**config.mk**
```make
export PLATFORM = sky130hd
export DESIGN_NAME = regfile_port_sched
export DESIGN_NICKNAME = d
export VERILOG_FILES = /design/src/rtl/regfile_port_sched.sv
export SDC_FILE = /design/constraint.sdc
export NUM_CORES = 1
export LEC_CHECK = 0
export ABC_AREA = 1
export BUFFER_PORTS_ARGS = -buffer_cell sky130_fd_sc_hd__clkbuf_2
export CORE_AREA = 2 2 83 85
export CTS_CLUSTER_DIAMETER = 100
export CTS_CLUSTER_SIZE = 25
export DETAILED_ROUTE_END_ITERATION = 12
export DIE_AREA = 0 0 85 87
export PLACE_DENSITY = 0.7
export SLEW_MARGIN = 20
export SYNTH_ARGS = -nofsm -noshare
export SYNTH_HDL_FRONTEND = slang
export SYNTH_SLANG_ARGS = --single-unit
```
**constraint.sdc**
```tcl
create_clock -name clk -period 1.8 [get_ports clk]
set_input_delay 0.36 -clock clk [delete_from_list [all_inputs] [get_ports clk]]
set_output_delay 0.36 -clock clk [all_outputs]
set_load 0.02 [all_outputs]
```
**src/rtl/regfile_port_sched.sv**
```systemverilog
// regfile_port_sched: owns the regfile write port; init sweep after reset/reinit, then core/debug arbitration with a starvation guard.
module regfile_port_sched #(
  parameter int W          = 64,
  parameter int NREG       = 32,
  parameter int ZERO_REG   = 31,
  parameter int INIT_ZERO  = 0,
  parameter int STARVE_LIM = 4
) (
  input  logic                    clk,
  input  logic                    reset,
  input  logic                    reinit,
  input  logic                    core_we,
  input  logic [$clog2(NREG)-1:0] core_wa,
  input  logic [W-1:0]            core_wd,
  input  logic                    dbg_valid,
  input  logic [$clog2(NREG)-1:0] dbg_wa,
  input  logic [W-1:0]            dbg_wd,
  output logic                    dbg_ready,
  output logic                    core_stall,
  output logic                    init_busy,
  output logic                    rf_we3,
  output logic [$clog2(NREG)-1:0] rf_wa3,
  output logic [W-1:0]            rf_wd3
);
  localparam int AW = $clog2(NREG);
  localparam int CW = $clog2(STARVE_LIM + 1);
  localparam logic INIT = 1'b0;
  localparam logic RUN  = 1'b1;
  logic          state;
  logic [AW-1:0] icnt;
  logic [CW-1:0] wcnt;
  logic          run, forced, rdy, dbg_go, core_go;
  logic [AW-1:0] wa;
  logic [W-1:0]  wd;
  always_comb begin
    run        = state == RUN;
    forced     = run && dbg_valid && wcnt == CW'(STARVE_LIM);
    rdy        = run && (forced || !core_we);
    dbg_go     = rdy && dbg_valid;
    core_go    = run && core_we && !forced;
    wa         = run ? (dbg_go ? dbg_wa : core_wa) : icnt;
    wd         = run ? (dbg_go ? dbg_wd : core_wd) : (INIT_ZERO != 0 ? '0 : W'(icnt));
    rf_we3     = !reset && (!run || ((dbg_go || core_go) && wa != AW'(ZERO_REG)));
    rf_wa3     = reset ? '0 : wa;
    rf_wd3     = reset ? '0 : wd;
    dbg_ready  = !reset && rdy;
    core_stall = reset || !run || forced;
    init_busy  = reset || !run;
  end
  always_ff @(posedge clk) begin
    if (reset) begin
      state <= INIT;
      icnt  <= '0;
      wcnt  <= '0;
    end else if (!run) begin
      icnt  <= icnt == AW'(NREG - 2) ? '0 : icnt + AW'(1);
      state <= icnt == AW'(NREG - 2) ? RUN : INIT;
      wcnt  <= '0;
    end else if (reinit) begin
      state <= INIT;
      icnt  <= '0;
      wcnt  <= '0;
    end else begin
      wcnt  <= (!dbg_valid || rdy) ? '0 : wcnt + CW'(1);
    end
  end
endmodule

```
==> results.md <==
Detailed routing:
- The first detailed-routing pass took 5 iterations.
- The total number of vias is 3241.
- The number of remaining DRC errors is 0.
- The via count normalized by instance count is 5.072.
- The count of nets left with antenna violations after detail routing is 0.
- In this run, the number of DRC markers left after iteration 0 of detailed routing was 129.
- After detailed routing, the average wire length per cell comes to 16.98 um.
- The wire length after detailed routing is 10850 um.

Logic synthesis:
- In the post-synthesis netlist, the cell with the most instances is sky130_fd_sc_hd__nor2_1.
- The synthesized net count is 467.
- The mapped netlist covers 1632 um^2.
- After synthesis the netlist holds a flip-flop and latch count of 9.
- Counting instances in the post-synthesis netlist gives the leading cell types as 139 x sky130_fd_sc_hd__nor2_1, 55 x sky130_fd_sc_hd__o21ai_0, 23 x sky130_fd_sc_hd__nand2_1.
- The number of warnings reported in the yosys synthesis log is 0.
- A synthesized cell averages 5.099 um^2.
- The share of synthesized area in the top cell type comes to 0.3198.
- Yosys mapped a number of flops with a built-in enable equal to 0.
- In the post-synthesis netlist, the biggest area contributors are sky130_fd_sc_hd__nor2_1 32%, sky130_fd_sc_hd__o21ai_0 17%, sky130_fd_sc_hd__dfxtp_1 11%.
- For this run, the leading register cell type out of synthesis is sky130_fd_sc_hd__dfxtp_1.
- The register area share after synthesis is 0.1104.
- The gate count after technology mapping is 320.
- The count of different cell masters after synthesis is 32.
- Counting flops with an async set or reset pin after synthesis yields a share of 0.
- Of all cell types, the one taking the most synthesized area is sky130_fd_sc_hd__nor2_1.

Power:
- In this run the static leakage power is 1.912 nW.
- The power density over the cells is 192.9 nW/um^2.
- IR analysis of the VDD net gives a maximum drop of 0.2682 mV.
- The overall power consumption is 0.8132 mW.

Worst setup path:
- The nature of the critical path endpoint is an output port.
- The cell depth of the worst flop-to-flop path is 9.
- The worst-path maximum fanout is 28.
- The critical path start-end classification is flop to output port.
- The delay of the slowest cell on the worst path is 0.33 ns.
- Walking the worst path, the cells encountered are inv_2 -> ha_4 -> nand2_4 -> a21o_4 -> buf_12 -> o21ai_0 -> nor2_2 -> clkbuf_8.
- The slowest stage of the critical path belongs to the cell sky130_fd_sc_hd__o21ai_0.
- The arrival time of the worst setup path is 1.83 ns.
- For the worst setup path, the data required time is 1.44 ns.
- The startpoint type of the worst setup path is a flop.
- The origin of the critical flop-to-flop path is wcnt[0]$_SDFF_PP0_.
- The worst reg-to-reg setup slack is 0.37 ns.
- The endpoint of the worst-slack reg-to-reg timing path is wcnt[0]$_SDFF_PP0_.

Cells and area:
- The final net count is 707.
- The final design utilization is 0.6417.
- The layout cell share with drive strength beyond 1 is 0.6726.
- The repair_antennas step left the layout with diodes totalling 0.
- The post-route cell area is 4215 um^2.
- The post-synthesis to final-layout area growth is 158.4%.

Die:
- From left edge to right edge, the die measures 85 um.
- The total core area is 6569 um^2.
- For this design the top-level I/O count stands at 216.
- The initial utilization of the core area, before any placement, comes to 0.2484.
- The die covers 7395 um^2.
- Row generation in the floorplan step produced 30 rows.
- The die extent in y is 87 um.

Place:
- The half-perimeter wire length after placement is 6865 um.
- The number of buffer cells added on primary ports is 215.
- The pre-CTS worst setup slack is -0.2208 ns.
- The total cell area at the placement stage is 3078 um^2.
- The congestion estimate from routability-driven global placement came to 0.9346.

STA:
- The final count of pins violating max slew came to 0.
- The worst slew margin relative to its limit is 0.7444.
- Setup repair after global routing could not meet its margin everywhere.
- Setup violations remaining at the end of the flow were counted as 72.
- For the pin with the worst max-slew slack, the measured transition is 0.3793 ns.
- The worst clock skew on the final layout is 0.001416 ns.
- For this run, the top clock speed supported by timing is 0.4563 GHz.
- The count of endpoints failing hold in the final timing report came to 0.
- In the finished design, the share of the clock period the worst path needs comes to 1.218.
- The final period demand of the worst path is 2.192 ns.
- Setup total negative slack on the finished layout was measured at -20.66 ns.
- The setup slack after layout is -0.3917 ns.

Global routing:
- The number of global-route vias before repair is 3112.
- Across every metal layer, demand over resource in global routing totals 0.2470.
- Entering global routing, the biggest net connects 35 pins.
- The initial antenna violation count is 0.
- The first global-routing pass estimated 14880 um of wire.
- The residual overflow from global routing is 0.

Hold path:
- The depth of the worst hold-timing path is 2.
- The startpoint identified for the worst hold timing path is reinit.
- The classification of the worst-slack hold path is input port to flop.
- For hold timing, the worst endpoint is run$_SDFF_PP0_.

Clocking:
- The level count of the clock H-tree is 1.
- The later-pin clock latency in the skew report is 0.24 ns.
- The total clock sinks is 9.
- The number of hold buffers added after CTS is 0.
- TritonCTS created 3 clock buffers.
- The maximum clock path buffer count is 2.
- After clock tree synthesis, the clock-pin slew on the worst setup and hold paths is 0.04 ns.
- TritonCTS built the clock tree.
- The cell sitting at the root of the clock tree is a sky130_fd_sc_hd__clkbuf_8.

Status:
- The run finished, with violations left.
- The final reports fail on negative setup slack.

Run:
- The max-capacitance violation count is 0.
[critical path: cells and delay by family (launching register included)]
kind	cells	cell delay, ns
buf+inv	3	0.39
compound gates	2	0.58
simple gates	2	0.17
fa+ha+maj	1	0.13
flops	1	0.32
[flip-flops by register name, summed over array words and instances (netlist names)]
signal / flops
run: 1
icnt: 5
wcnt: 3
[layer usage]
layer	vias up	part of all wire	GRT usage
li1	1520	-	-
met1	1522	0.36	0.2877
met2	166	0.53	0.4588
met3	33	0.067	0.02654
met4	0	0.038	0.09957
met5	-	0	0
[power by group]
part           switching (mW)  internal (mW)
Combinational           0.163          0.195
Clock                  0.0870          0.155
Sequential            0.00809          0.206
Total                   0.258          0.555
[cell type report]
class | instances | area [um^2]
fillers | 563 | 2354
repair buffers | 258 | 2095
multi-input cells | 273 | 1734
flip-flops and latches | 9 | 182.7
well taps | 80 | 100.1
inverters | 15 | 58.81
clock buffers | 4 | 45.04
[kinds of logic (layout without fill, tap and decap cells)]
| logic type | count (synthesis) | in the layout | share of synthesized area |
|---|---|---|---|
| XOR/XNOR | 3 | 3 | 0.01611 |
| adder cells (fa/ha/maj) | 4 | 4 | 0.03068 |
| AO/OA/AOI/OAI | 86 | 87 | 0.2830 |
| flip-flops | 9 | 9 | 0.1104 |
| AND/OR/NAND/NOR | 179 | 179 | 0.4394 |
| buffers and inverters | 39 | 277 | 0.1204 |
[cell usage in the layout, fill, tap and decap left out, types with 3 or more instances in the layout]
cell type,synthesis,layout
sky130_fd_sc_hd__a21oi_1,11,10
sky130_fd_sc_hd__buf_4,5,36
sky130_fd_sc_hd__nor2_2,0,54
sky130_fd_sc_hd__a21oi_2,1,3
sky130_fd_sc_hd__clkbuf_2,3,148
sky130_fd_sc_hd__nor2_4,2,37
sky130_fd_sc_hd__o21ai_1,12,24
sky130_fd_sc_hd__buf_6,3,8
sky130_fd_sc_hd__dfxtp_1,9,7
sky130_fd_sc_hd__nor2_1,139,50
sky130_fd_sc_hd__nand2_1,23,23
sky130_fd_sc_hd__inv_1,14,12
sky130_fd_sc_hd__o21ai_2,0,5
sky130_fd_sc_hd__o21ai_0,55,38
sky130_fd_sc_hd__ha_1,4,3
sky130_fd_sc_hd__buf_12,0,8
sky130_fd_sc_hd__nand3_1,4,4
sky130_fd_sc_hd__clkbuf_8,0,55
[per-stage QoR]
step,hold WS [ns],instances
after floorplan,0.4173,320
after global placement,0.4905,616
after detailed placement,0.5008,616
after CTS,0.3765,638
after global routing,0.3921,639
final,0.3715,639
[worst max-delay path by stage]
stage,start,end,slack (ns),cells after the start
after floorplan,wcnt[0]$_SDFF_PP0_,rf_wd3[53],-0.003,8
after global placement,wcnt[0]$_SDFF_PP0_,rf_wd3[39],-0.17,8
after detailed placement,wcnt[0]$_SDFF_PP0_,rf_wd3[58],-0.22,8
after CTS,wcnt[0]$_SDFF_PP0_,rf_we3,-0.35,12
after global routing,wcnt[0]$_SDFF_PP0_,rf_wd3[1],-0.46,11
final,wcnt[0]$_SDFF_PP0_,rf_wd3[21],-0.39,8
[what timing repair did]
action | CTS | global route
pin swaps | 15 | 37
gates cloned | 5 | 2
setup buffers | 13 | 2
resized for setup | 160 | 99
setup endpoints to repair | 71 | 72
(Power assumes the default switching activity.)
